--- config.mk ---
export PLATFORM = sky130hd
export DESIGN_NAME = sort_loader_flat
export DESIGN_NICKNAME = d
export VERILOG_FILES = /design/src/rtl/sort_pkg.sv /design/src/rtl/sort_loader_if.sv /design/src/rtl/sort_align_delay.sv /design/src/rtl/sort_loader.sv /design/src/flat_wrapper.sv
export SDC_FILE = /design/constraint.sdc
export NUM_CORES = 1
export LEC_CHECK = 0
export ABC_AREA = 1
export BUFFER_PORTS_ARGS = -buffer_cell sky130_fd_sc_hd__buf_4
export CORE_MARGIN = 2
export CORE_UTILIZATION = 64
export CTS_BUF_LIST = sky130_fd_sc_hd__clkbuf_4 sky130_fd_sc_hd__clkbuf_8
export CTS_CLUSTER_SIZE = 40
export DETAILED_ROUTE_END_ITERATION = 10
export GPL_ROUTABILITY_DRIVEN = 1
export GPL_TIMING_DRIVEN = 1
export PLACE_DENSITY = 0.88
export SLEW_MARGIN = 5
export SYNTH_ARGS = -nofsm -noshare
export SYNTH_HDL_FRONTEND = slang
export SYNTH_SLANG_ARGS = --single-unit
--- constraint.sdc ---
create_clock -name clk -period 3.3 [get_ports clk]
set_input_delay 0.165 -clock clk [delete_from_list [all_inputs] [get_ports clk]]
set_output_delay 0.165 -clock clk [all_outputs]
set_load 0.01 [all_outputs]
--- src/rtl/sort_pkg.sv ---
// Shared constants and types for the sorter front end and back end.
package sort_pkg;

  localparam int SORT_N   = 8;
  localparam int SORT_W   = 8;
  localparam int LEN_W    = 4;
  localparam int SORT_LAT = 2;

  typedef enum logic {FILL, PEND} state_t;

endpackage

--- src/rtl/sort_loader_if.sv ---
// Byte-stream input, stall and committed-frame bundle between the feeder and the sorter.
interface sort_loader_if
  import sort_pkg::*;
#(
  parameter int W = SORT_W
);
  logic [W-1:0]     in_data;
  logic             in_valid;
  logic             in_ready;
  logic             in_last;
  logic             hold;
  logic [W-1:0]     frm1, frm2, frm3, frm4, frm5, frm6, frm7, frm8;
  logic             sorted_valid;
  logic [LEN_W-1:0] sorted_len;
  logic [15:0]      frame_cnt;

  modport master (
    output in_data, in_valid, in_last, hold,
    input  in_ready, frm1, frm2, frm3, frm4, frm5, frm6, frm7, frm8,
    input  sorted_valid, sorted_len, frame_cnt
  );

  modport slave (
    input  in_data, in_valid, in_last, hold,
    output in_ready, frm1, frm2, frm3, frm4, frm5, frm6, frm7, frm8,
    output sorted_valid, sorted_len, frame_cnt
  );
endinterface

--- src/rtl/sort_align_delay.sv ---
// Fixed-depth shift chain carrying a strobe and its length, used to line up
// side information with the sorter pipeline.
module sort_align_delay
  import sort_pkg::*;
#(
  parameter int DEPTH = SORT_LAT + 1,
  parameter int LW    = LEN_W
) (
  input  logic          clk,
  input  logic          rst_n,
  input  logic          in_pulse,
  input  logic [LW-1:0] in_len,
  output logic          out_pulse,
  output logic [LW-1:0] out_len
);
  logic [DEPTH-1:0] pulse_q, pulse_d;
  logic [LW-1:0]    len_q [DEPTH];
  logic [LW-1:0]    len_d [DEPTH];

  // Length is zeroed when no strobe enters so idle stages read as 0.
  always_comb begin
    pulse_d = {pulse_q[DEPTH-2:0], in_pulse};
    len_d[0] = in_pulse ? in_len : '0;
    for (int i = 1; i < DEPTH; i++) len_d[i] = len_q[i-1];
  end

  always_ff @(posedge clk or negedge rst_n) begin
    if (!rst_n) begin
      pulse_q <= '0;
      for (int i = 0; i < DEPTH; i++) len_q[i] <= '0;
    end else begin
      pulse_q <= pulse_d;
      for (int i = 0; i < DEPTH; i++) len_q[i] <= len_d[i];
    end
  end

  assign out_pulse = pulse_q[DEPTH-1];
  assign out_len   = len_q[DEPTH-1];
endmodule

--- src/rtl/sort_loader.sv ---
// Packs a byte stream into 8-byte frames and commits them atomically to the sorter inputs;
// a delayed strobe/length marks when the sorter outputs hold each committed frame.
module sort_loader
  import sort_pkg::*;
#(
  parameter int           W   = SORT_W,
  parameter logic [W-1:0] PAD = '0
) (
  input logic          clk,
  input logic          rst_n,
  sort_loader_if.slave bus
);
  state_t           state_q, state_d;
  logic [2:0]       fcnt_q, fcnt_d;
  logic [LEN_W-1:0] len_q, len_d;
  logic [W-1:0]     shadow_q [SORT_N];
  logic [W-1:0]     shadow_d [SORT_N];
  logic [W-1:0]     frm_q [SORT_N];
  logic [W-1:0]     frm_d [SORT_N];
  logic [15:0]      frame_cnt_q, frame_cnt_d;
  logic             up_q, up_d;
  logic             in_ready, accept, complete, commit;
  logic [LEN_W-1:0] commit_len, fill_len;

  // up_q keeps in_ready low until the first edge after reset release.
  assign in_ready = up_q && (state_q == FILL);
  assign accept   = bus.in_valid && in_ready;
  assign complete = accept && ((fcnt_q == 3'd7) || bus.in_last);
  assign fill_len = LEN_W'(fcnt_q) + LEN_W'(1);

  always_comb begin
    state_d     = state_q;
    fcnt_d      = fcnt_q;
    len_d       = len_q;
    shadow_d    = shadow_q;
    frm_d       = frm_q;
    frame_cnt_d = frame_cnt_q;
    up_d        = 1'b1;
    commit      = 1'b0;
    commit_len  = len_q;
    case (state_q)
      FILL: begin
        if (accept) begin
          shadow_d[fcnt_q] = bus.in_data;
          if (!complete) begin
            fcnt_d = fcnt_q + 3'd1;
          end else if (bus.hold) begin
            state_d = PEND;
            len_d   = fill_len;
          end else begin
            commit     = 1'b1;
            commit_len = fill_len;
          end
        end
      end
      PEND: begin
        if (!bus.hold) commit = 1'b1;
      end
      default: state_d = FILL;
    endcase
    // Stale shadow bytes above the frame length are replaced by PAD.
    if (commit) begin
      for (int i = 0; i < SORT_N; i++)
        frm_d[i] = (LEN_W'(i) < commit_len) ? shadow_d[i] : PAD;
      fcnt_d      = 3'd0;
      frame_cnt_d = frame_cnt_q + 16'd1;
      state_d     = FILL;
    end
  end

  always_ff @(posedge clk or negedge rst_n) begin
    if (!rst_n) begin
      state_q     <= FILL;
      fcnt_q      <= 3'd0;
      len_q       <= '0;
      frame_cnt_q <= 16'd0;
      up_q        <= 1'b0;
      for (int i = 0; i < SORT_N; i++) begin
        shadow_q[i] <= PAD;
        frm_q[i]    <= PAD;
      end
    end else begin
      state_q     <= state_d;
      fcnt_q      <= fcnt_d;
      len_q       <= len_d;
      frame_cnt_q <= frame_cnt_d;
      up_q        <= up_d;
      for (int i = 0; i < SORT_N; i++) begin
        shadow_q[i] <= shadow_d[i];
        frm_q[i]    <= frm_d[i];
      end
    end
  end

  sort_align_delay #(.DEPTH(SORT_LAT + 1), .LW(LEN_W)) u_align (
    .clk       (clk),
    .rst_n     (rst_n),
    .in_pulse  (commit),
    .in_len    (commit_len),
    .out_pulse (bus.sorted_valid),
    .out_len   (bus.sorted_len)
  );

  assign bus.in_ready  = in_ready;
  assign bus.frm1      = frm_q[0];
  assign bus.frm2      = frm_q[1];
  assign bus.frm3      = frm_q[2];
  assign bus.frm4      = frm_q[3];
  assign bus.frm5      = frm_q[4];
  assign bus.frm6      = frm_q[5];
  assign bus.frm7      = frm_q[6];
  assign bus.frm8      = frm_q[7];
  assign bus.frame_cnt = frame_cnt_q;
endmodule

--- src/flat_wrapper.sv ---
// flat-port wrapper written by rule: the top's interface ports become plain ports
module sort_loader_flat import sort_pkg::*;
#(
  parameter int           W   = SORT_W,
  parameter logic [W-1:0] PAD = '0
)
  (clk, rst_n, bus_in_data, bus_in_valid, bus_in_last, bus_hold, bus_in_ready, bus_frm1, bus_frm2, bus_frm3, bus_frm4, bus_frm5, bus_frm6, bus_frm7, bus_frm8, bus_sorted_valid, bus_sorted_len, bus_frame_cnt);
  sort_loader_if #(.W(W)) bus_i ();
  input logic clk;
  input logic rst_n;
  input wire logic [$bits(bus_i.in_data)-1:0] bus_in_data;
  input wire logic [$bits(bus_i.in_valid)-1:0] bus_in_valid;
  input wire logic [$bits(bus_i.in_last)-1:0] bus_in_last;
  input wire logic [$bits(bus_i.hold)-1:0] bus_hold;
  output wire logic [$bits(bus_i.in_ready)-1:0] bus_in_ready;
  output wire logic [$bits(bus_i.frm1)-1:0] bus_frm1;
  output wire logic [$bits(bus_i.frm2)-1:0] bus_frm2;
  output wire logic [$bits(bus_i.frm3)-1:0] bus_frm3;
  output wire logic [$bits(bus_i.frm4)-1:0] bus_frm4;
  output wire logic [$bits(bus_i.frm5)-1:0] bus_frm5;
  output wire logic [$bits(bus_i.frm6)-1:0] bus_frm6;
  output wire logic [$bits(bus_i.frm7)-1:0] bus_frm7;
  output wire logic [$bits(bus_i.frm8)-1:0] bus_frm8;
  output wire logic [$bits(bus_i.sorted_valid)-1:0] bus_sorted_valid;
  output wire logic [$bits(bus_i.sorted_len)-1:0] bus_sorted_len;
  output wire logic [$bits(bus_i.frame_cnt)-1:0] bus_frame_cnt;
  assign bus_i.in_data = bus_in_data;
  assign bus_i.in_valid = bus_in_valid;
  assign bus_i.in_last = bus_in_last;
  assign bus_i.hold = bus_hold;
  assign bus_in_ready = bus_i.in_ready;
  assign bus_frm1 = bus_i.frm1;
  assign bus_frm2 = bus_i.frm2;
  assign bus_frm3 = bus_i.frm3;
  assign bus_frm4 = bus_i.frm4;
  assign bus_frm5 = bus_i.frm5;
  assign bus_frm6 = bus_i.frm6;
  assign bus_frm7 = bus_i.frm7;
  assign bus_frm8 = bus_i.frm8;
  assign bus_sorted_valid = bus_i.sorted_valid;
  assign bus_sorted_len = bus_i.sorted_len;
  assign bus_frame_cnt = bus_i.frame_cnt;
  sort_loader #(.W(W), .PAD(PAD)) u_core (.clk(clk), .rst_n(rst_n), .bus(bus_i));
endmodule
==> impl_metrics.tcl <==
set metrics [dict create \
    status "finished clean" \
    finalMaxSlewViolations 0 \
    cts_sinks 168 \
    drive_gt1_frac 0.191 \
    p_leak_nw 4.35 \
    yosysWarnings 0 \
    rr_endpoint "u_core.bus.frm5[5]$_DFFE_PN0P_" \
    vdd_drop_max_mv 0.485 \
    ys.flop_type "dfrtp_1" \
    synthDistinctLibCells 30 \
    setup_tns_ns 0 \
    async_flop_share 1.00 \
    n_fill_cell 685 \
    max-cap-violations 0 \
    wire_per_inst_um 15.8 \
    synth_top_area_cell "dfrtp_1" \
    fin_crit_sh 0.823 \
    synthTopCellsByArea "dfrtp_1 (61%), nand2_1 (15%), nand3_1 (4.7%)" \
    grt_max_degree 91 \
    h-tree-depth 4 \
    antenna_found_initial 0 \
    synth.top_cell.area_share 0.609 \
    clock_path_buffers 2 \
    final_common_cell "nand2_1" \
    finalCriticalPeriod_ns 2.71 \
    crit_start "u_core.fcnt_q[0]$_DFFE_PN0P_" \
    grt_overflow_total 0 \
    crit_path_max_fanout 34 \
    whs_endpoint "u_core.shadow_q[14]$_DFF_PN0_" \
    synth-edff-count 0 \
    portBuffers 98 \
    worstSetupEndpointType "register" \
    top_level_ports 99 \
    syn_area_sq_mm 0.00691 \
    cts_root_buffer "clkbuf_8" \
    diodes 0 \
    placed_cell_area_sq_mm 0.00774 \
    synthCells 771 \
    dp_hpwl_um 10500 \
    fin_area_sq_mm 0.00815 \
    grt_pass1_vias 5362 \
    startpoint_type "register" \
    worstHoldStart "bus_in_data[6]" \
    syn_avg_cell_area_sq_um 8.96 \
    syn-num-nets 787 \
    ant_nets 0 \
    multi_input_area_sq_mm 0.00235 \
    max_freq_mhz 368 \
    min_path_type "input pin to register" \
    rows 37 \
    layout_common_cells "nand2_1 (284), dfrtp_1 (168), buf_4 (100)" \
    grt_pass1_wl_um 26300 \
    drtIter0Drc 433 \
    critPathKind "register to register" \
    crit_arrival_ns 3.07 \
    cts_made_buffers 17 \
    grt_usage 0.296 \
    hold_path_depth 5 \
    yosysSeqAreaShare 0.609 \
    r2r_start "u_core.fcnt_q[0]$_DFFE_PN0P_" \
    gp_congestion 0.906 \
    relSlewSlack 0.465 \
    die_h_um 108 \
    r2r_slack_ns 0.59 \
    drc 0 \
    dieArea_sq_mm 0.0116 \
    fin_skew_ns 0.00931 \
    initial_core_util 0.663 \
    clock_latency_ns 0.46 \
    hold_viol_final 0 \
    syn_to_final_growth_pct 18.1 \
    die_width_um 108 \
    ff2ff_path_depth 11 \
    pwr_density_cell_mw_per_mm2 799 \
    tightest_slew_ns 0.803 \
    clk_pin_slew_ns 0.09 \
    required_ns 3.65 \
    vias_per_cell 5.53 \
    num_vias 5625 \
    wirelength_um 16000 \
    nNetsFinal 884 \
    first_pass_iters 6 \
    core_area_sq_mm 0.0104 \
    seq_area_sq_mm 0.00420 \
    setup_viol 0 \
    final_core_utilization 0.783 \
    cts_tree "built" \
    rsz0062_at_grt "false" \
    ys_ff_latch 168 \
]
==> critical path, cell delays in order, from the launching register on <==
cell	delay, ns
dfrtp_1	0.49
ha_1	0.25
ha_1	0.19
inv_1	0.06
nand2_1	0.07
nand3_1	0.20
nand2_1	0.10
nand2_2	0.55
buf_4	0.44
nor2_1	0.10
nand3_1	0.10
nand2_1	0.07
==> worst max-delay path by stage <==
stage	slack (ns)	end
global placement	0.84	u_core.bus.frm5[7]$_DFFE_PN0P_
global route	0.42	u_core.bus.frm7[5]$_DFFE_PN0P_
CTS	0.63	u_core.bus.frm5[5]$_DFFE_PN0P_
floorplan	1.36	u_core.bus.frm1[7]$_DFFE_PN0P_
finish	0.59	u_core.bus.frm5[5]$_DFFE_PN0P_
detailed placement	0.66	u_core.bus.frm5[5]$_DFFE_PN0P_
==> sequential cells by signal, summed over array words and instances, names as in the netlist, 4 cells and up <==
signal	cells
u_core.shadow_q	64
u_core.bus.frame_cnt	16
u_core.bus.frm1	8
u_core.bus.frm2	8
u_core.bus.frm3	8
u_core.bus.frm4	8
u_core.bus.frm5	8
u_core.bus.frm6	8
u_core.bus.frm7	8
u_core.bus.frm8	8
u_core.u_align.len_d	8
u_core.len_q	4
u_core.u_align.out_len	4
==> stage by stage <==
stage	total power, mW	hold slack (ns)	cells	worst slack [ns]
global route	6.93	0.0589	1017	0.420
global placement	4.90	0.270	984	0.835
finish	6.52	0.0417	1017	0.586
CTS	6.52	0.0243	1017	0.626
detailed placement	5.03	0.279	984	0.663
floorplan	4.21	-0.131	771	1.36
==> synthesized netlist by cell type, types with 4 or more instances <==
cell        n
a21oi_1    10
buf_2      16
clkbuf_1    5
dfrtp_1   168
inv_1      58
nand2_1   284
nand2_2     8
nand3_1    65
nor2_1     39
nor2_2      5
nor2_4      4
o21ai_0    45
o21ai_1    17
o21ai_2     4
or2_2       7
xnor2_1     6
xor2_1      7
==> area by class of cell <==
| class | instances | share of cell area |
|---|---|---|
| clock buffers | 18 | 0.0296 |
| clock inverters | 14 | 0.0203 |
| inverters | 61 | 0.0281 |
| multi-input cells | 517 | 0.288 |
| flip-flops and latches | 168 | 0.516 |
| well taps | 136 | 0.0209 |
| repair buffers | 103 | 0.0971 |
==> kinds of logic after synthesis <==
logic type               count (synthesis)  share of synthesized area
AO/OA/AOI/OAI                           79                     0.0602
XOR/XNOR                                13                     0.0165
flip-flops                             168                      0.609
AND/OR/NAND/NOR                        421                      0.258
other                                    1                   0.000543
adder cells (fa/ha/maj)                  3                    0.00544
buffers and inverters                   86                     0.0507
==> what timing repair did <==
item,4_1_cts,5_1_grt
hold buffers,1,0
gates resized for setup,0,0
endpoints found under the hold margin,89,0
setup buffers,0,0
==> routing by layer <==
metal	GRT usage	wire length [um]	up-vias
met5	0	0	-
met4	0.116	371	0
met3	0.0611	1110	35
met2	0.472	7770	249
met1	0.405	6790	2723
li1	-	-	2618
==> power breakdown <==
group          switching [mW]  total (mW)  internal (mW)
combinational            1.19        1.96          0.766
sequential              0.351        3.07           2.72
clock                   0.785        1.49          0.702
total                    2.33        6.52           4.19
(Power assumes the default switching activity.)
